`config.mk`:
```
export PLATFORM = sky130hd
export DESIGN_NAME = datapath_ctrl_fsm
export DESIGN_NICKNAME = d
export VERILOG_FILES = /design/src/rtl/datapath_ctrl_fsm.sv
export SDC_FILE = /design/constraint.sdc
export NUM_CORES = 1
export LEC_CHECK = 0
export ABC_AREA = 1
export CAP_MARGIN = 20
export CORE_MARGIN = 1
export CORE_UTILIZATION = 29
export DETAILED_ROUTE_END_ITERATION = 7
export HOLD_SLACK_MARGIN = 0.05
export SETUP_SLACK_MARGIN = 0.4
export SLEW_MARGIN = 20
export SYNTH_ARGS = -nofsm -noshare
export SYNTH_HDL_FRONTEND = slang
export SYNTH_SLANG_ARGS = --single-unit
```
`constraint.sdc`:
```
create_clock -name clk -period 1.3 [get_ports clk]
set_input_delay 0.26 -clock clk [delete_from_list [all_inputs] [get_ports clk]]
set_output_delay 0.26 -clock clk [all_outputs]
set_load 0.05 [all_outputs]
```
`src/rtl/datapath_ctrl_fsm.sv`:
```
// Multi-cycle Moore controller sequencing register reads, ALU execute and writeback for the 16-bit datapath.
// Optional macro ILLEGAL_TRAP_EN: unsupported opcodes lock the controller in TRAP (err=1) until reset.
module datapath_ctrl_fsm #(
    parameter int IW = 16
) (
    input  logic          clk,
    input  logic          reset,
    input  logic          s,
    input  logic [IW-1:0] in,
    output logic          w,
    output logic          loada,
    output logic          loadb,
    output logic          loadc,
    output logic          loads,
    output logic          asel,
    output logic          bsel,
    output logic [1:0]    vsel,
    output logic          write,
    output logic [2:0]    readnum,
    output logic [2:0]    writenum,
    output logic [1:0]    shift,
    output logic [1:0]    ALUop,
    output logic [15:0]   sximm8,
    output logic          err
);

`ifdef ILLEGAL_TRAP_EN
    typedef enum logic [2:0] {
        S_WAIT, S_DECODE, S_WR_IMM, S_GET_A, S_GET_B, S_EXEC, S_WR_REG, S_TRAP
    } state_t;
`else
    typedef enum logic [2:0] {
        S_WAIT, S_DECODE, S_WR_IMM, S_GET_A, S_GET_B, S_EXEC, S_WR_REG
    } state_t;
`endif

    state_t         state_reg, state_next;
    logic [IW-1:0]  ir_reg;

    logic [2:0] opcode;
    logic [1:0] op;
    logic [2:0] rn, rd, rm;
    logic       is_mov_imm, is_mov_reg, is_alu, is_cmp, is_mvn;

    always_ff @(posedge clk) begin
        if (reset) begin
            state_reg <= S_WAIT;
            ir_reg    <= '0;
        end else begin
            state_reg <= state_next;
            // IR is frozen for the whole instruction; only an accepted start reloads it.
            if (state_reg == S_WAIT && s)
                ir_reg <= in;
        end
    end

    assign opcode = ir_reg[15:13];
    assign op     = ir_reg[12:11];
    assign rn     = ir_reg[10:8];
    assign rd     = ir_reg[7:5];
    assign rm     = ir_reg[2:0];
    assign shift  = ir_reg[4:3];

    assign is_mov_imm = (opcode == 3'b110) && (op == 2'b10);
    assign is_mov_reg = (opcode == 3'b110) && (op == 2'b00);
    assign is_alu     = (opcode == 3'b101);
    assign is_cmp     = is_alu && (op == 2'b01);
    assign is_mvn     = is_alu && (op == 2'b11);

    assign sximm8[7:0] = ir_reg[7:0];
    genvar gi;
    generate
        for (gi = 8; gi < 16; gi++) begin : g_sext
            assign sximm8[gi] = ir_reg[7];
        end
    endgenerate

    always_comb begin
        state_next = state_reg;
        case (state_reg)
            S_WAIT:   if (s) state_next = S_DECODE;
            S_DECODE: begin
                if (is_mov_imm)
                    state_next = S_WR_IMM;
                else if (is_mov_reg || is_mvn)
                    state_next = S_GET_B;
                else if (is_alu)
                    state_next = S_GET_A;
                else
`ifdef ILLEGAL_TRAP_EN
                    state_next = S_TRAP;
`else
                    state_next = S_WAIT;
`endif
            end
            S_WR_IMM: state_next = S_WAIT;
            S_GET_A:  state_next = S_GET_B;
            S_GET_B:  state_next = S_EXEC;
            S_EXEC:   state_next = is_cmp ? S_WAIT : S_WR_REG;
            S_WR_REG: state_next = S_WAIT;
`ifdef ILLEGAL_TRAP_EN
            S_TRAP:   state_next = S_TRAP;
`endif
            default:  state_next = S_WAIT;
        endcase
    end

    // Moore outputs: everything below depends on state_reg and ir_reg only.
    always_comb begin
        w        = 1'b0;
        loada    = 1'b0;
        loadb    = 1'b0;
        loadc    = 1'b0;
        loads    = 1'b0;
        asel     = 1'b0;
        bsel     = 1'b0;
        vsel     = 2'b00;
        write    = 1'b0;
        readnum  = 3'd0;
        writenum = 3'd0;
        ALUop    = 2'b00;
        case (state_reg)
            S_WAIT:   w = 1'b1;
            S_WR_IMM: begin
                vsel     = 2'b10;
                write    = 1'b1;
                writenum = rn;
            end
            S_GET_A: begin
                readnum = rn;
                loada   = 1'b1;
            end
            S_GET_B: begin
                readnum = rm;
                loadb   = 1'b1;
            end
            S_EXEC: begin
                // MOV reg runs as 0 + shifted B through the adder.
                ALUop = is_alu ? op : 2'b00;
                asel  = is_mov_reg;
                loadc = !is_cmp;
                loads = is_alu;
            end
            S_WR_REG: begin
                vsel     = 2'b00;
                write    = 1'b1;
                writenum = rd;
            end
            default: ;
        endcase
    end

`ifdef ILLEGAL_TRAP_EN
    assign err = (state_reg == S_TRAP);
`else
    assign err = 1'b0;
`endif

endmodule

```
==> flow_summary_export.csv <==
group,metric,value,unit
power,seqPwrFrac,0.367,
setup_path,crit_type,"register to output port",
floorplanning,placementRows,21,
cells_and_area,instances_no_fill,265,
worst_hold_path,hold_class,"register to register",
global_routing,grtUsageTotal,0.176,
setup_path,worst-path-max-fanout,4,
yosys,synth_area_leaders,"dfxtp_1 36%, buf_4 15%, a21oi_1 9.4%, inv_1 7.8%, nand2_1 5.7%",
global_routing,grt_pass1_wl,5530,µm
cells_and_area,drive_gt1_frac,0.644,
setup_path,path_delay_family,"buffers and inverters",
setup_path,cpMaxStageDelayCell,"dfxtp_4",
sta,fin_crit_sh,1.28,
detailed_routing,drt_pass1_iterations,4,
yosys,ys_ff_latch,19,
global_routing,grt_max_degree,26,
yosys,synth.distinct_cells,22,
floorplanning,start_util,0.311,
floorplanning,ios,56,
detailed_routing,drc,0,
setup_path,cp_data_arrival_time,1.41,ns
yosys,seq_area_frac_synth,0.358,
detailed_routing,via_per_inst,4.57,
cts,htreeDepth,1,
placed_design,portBuffers,52,
power,internal-power,0.00117,W
power,ir_drop,0.000500,V
cts,cts_tree,"done",
setup_path,crit_path_cell_trace,"inv_4, nor3_4, inv_2, buf_6, nor2_4, buf_12",
cts,cts-root-buf,"clkbuf_4",
cts,cts_buffer_depth,2,
power,switchingPower,0.000688,W
cts,path_clk_slew,0.11,ns
cts,clock_latency,0.29,ns
global_routing,antenna_found_initial,0,
sta,finalSetupViolCount,28,
cells_and_area,final_cell_mix,"37 x buf_12, 20 x buf_4, 18 x clkdlybuf4s50_1",
power,p_leak,1.00,nW
setup_path,crit_buf_inv,4,
setup_path,crit_path_max_incr_delay,0.41,ns
cells_and_area,largest_register_ff_count,16,
worst_hold_path,hold_start,"ir_reg[4]$_SDFFE_PP0P_",
setup_path,crit_required,1.04,ns
detailed_routing,route.vias.total,1212,
outcome,outcome,"finished with violations",
sta,slew_violations,0,
cells_and_area,layout.nets,239,
detailed_routing,wl_per_cell,13.3,µm
power,combPwrFrac,0.476,
yosys,synth_top_area_cell,"dfxtp_1",
floorplanning,coreArea,0.00342,mm²
power,p_per_area,722,mW/mm²
yosys,yosysWarningCount,0,
placed_design,dp_hpwl,2540,µm
power,power,0.00185,W
cells_and_area,area_growth,142,%
detailed_routing,totalWireLength,3530,µm
global_routing,overflow,0,
power,p_clk_frac,0.157,
cts,numClockSinks,19,
cells_and_area,antenna_cells,0,
global_routing,grt_pass1_vias,1189,
setup_path,startpoint_type,"register",
sta,rsz0062_at_grt,"true",
setup_path,cp-end-kind,"output port",
floorplanning,dieArea,0.00391,mm²
detailed_routing,drt-initial-drc-count,29,
yosys,synth_area,0.00106,mm²
yosys,syn_avg_cell_area,7.18,µm²
setup_path,startpoint,"state_reg[2]$_SDFFE_PP0P_",
sta,hold_violations,0,
floorplanning,die_w,62.5,µm
placed_design,place_inst,250,
sta,fin_ws,-0.369,ns
detailed_routing,ant_nets,0,
outcome,failed_checks,"negative setup slack",
cells_and_area,mostFrequentLayoutCell,"buf_12",
placed_design,place_congestion,0.861,
cts,cts_buffers,3,
power,swShare,0.371,
sta,fin_crit,1.67,ns
run,drv_cap,0,
sta,finClkSkew,0.00602,ns
yosys,synth_top_area_share,0.358,
sta,max_freq,599,MHz
yosys,syn_inst,148,
setup_path,r2r-start,"ir_reg[15]$_SDFFE_PP0P_",
floorplanning,fp.dieH,62.5,µm
## cell type report
cell class | instances | area (µm²)
inverters | 23 | 109
fillers | 233 | 848
multi-input cells | 85 | 727
repair buffers | 88 | 1230
well taps | 46 | 57.6
clock inverters | 1 | 5.00
clock buffers | 3 | 22.5
flip-flops and latches | 19 | 413
## cells in the mapped netlist (all sizes together)
library cell,number
o21ai,14
nor3,4
nand3,7
a21oi,20
buf,23
inv,23
clkbuf,1
nor2,11
nand4,1
dfxtp,19
nand2,17
o22ai,6
conb,1
o211ai,1
## repair_timing
item,in CTS,in global routing
pin swaps,6,9
gates cloned,1,1
hold buffers,0,0
buffers inserted,3,6
setup endpoints to repair,53,53
resized for setup,31,46
## per-stage QoR
| stage | hold WS [ns] | utilization | area [µm²] | setup TNS (ns) | setup slack [ns] |
|---|---|---|---|---|---|
| after floorplan | 0.319 | - | 1250 | -3.17 | -0.231 |
| after global placement | 0.488 | 0.644 | 2200 | -0.552 | -0.0770 |
| after detailed placement | 0.497 | 0.644 | 2200 | -1.42 | -0.158 |
| after CTS | 0.500 | 0.692 | 2360 | -5.25 | -0.364 |
| after global routing | 0.525 | 0.752 | 2570 | -8.50 | -0.443 |
| final | 0.519 | 0.752 | 2570 | -5.51 | -0.369 |
## cells by family after synthesis
kind of cell    synth area share
flops                      0.358
other cells              0.00353
buf+inv                    0.254
compound gates             0.206
simple gates               0.178
## worst register-to-register path, stage by stage, from the launching register on
cell	delay, ns
dfxtp_2	0.36
buf_6	0.10
nand2_4	0.04
nor2_4	0.14
nand3_4	0.10
buf_6	0.13
buf_6	0.10
buf_6	0.10
buf_6	0.10
o21ai_2	0.05
nand2_1	0.07
a21oi_1	0.13
## power by group through the flow
stage | sequential (W) | combinational [W] | clock, W
after floorplan | 0.000669 | 0.000450 | 0
after global placement | 0.000678 | 0.000739 | 0
after detailed placement | 0.000680 | 0.000750 | 0
after CTS | 0.000675 | 0.000800 | 0.000305
after global routing | 0.000688 | 0.000927 | 0.000342
final | 0.000680 | 0.000883 | 0.000291
## routing by layer
| layer | up-vias | track usage | wire [µm] |
|---|---|---|---|
| met5 | - | 0 | 0 |
| met4 | 0 | 0.0669 | 49 |
| met3 | 4 | 0.0255 | 104 |
| li1 | 608 | - | - |
| met1 | 571 | 0.198 | 1380 |
| met2 | 29 | 0.332 | 2000 |
## final timing paths
path / end / slack, ns / cells after the start
worst max-delay path: asel / -0.37 / 6
worst max register to register: state_reg[2]$_SDFFE_PP0P_ / -0.20 / 11
worst min-delay path: ir_reg[4]$_SDFFE_PP0P_ / 0.52 / 2
worst min register to register: ir_reg[4]$_SDFFE_PP0P_ / 0.52 / 2
No activity file was read; power rests on OpenSTA's default activity.
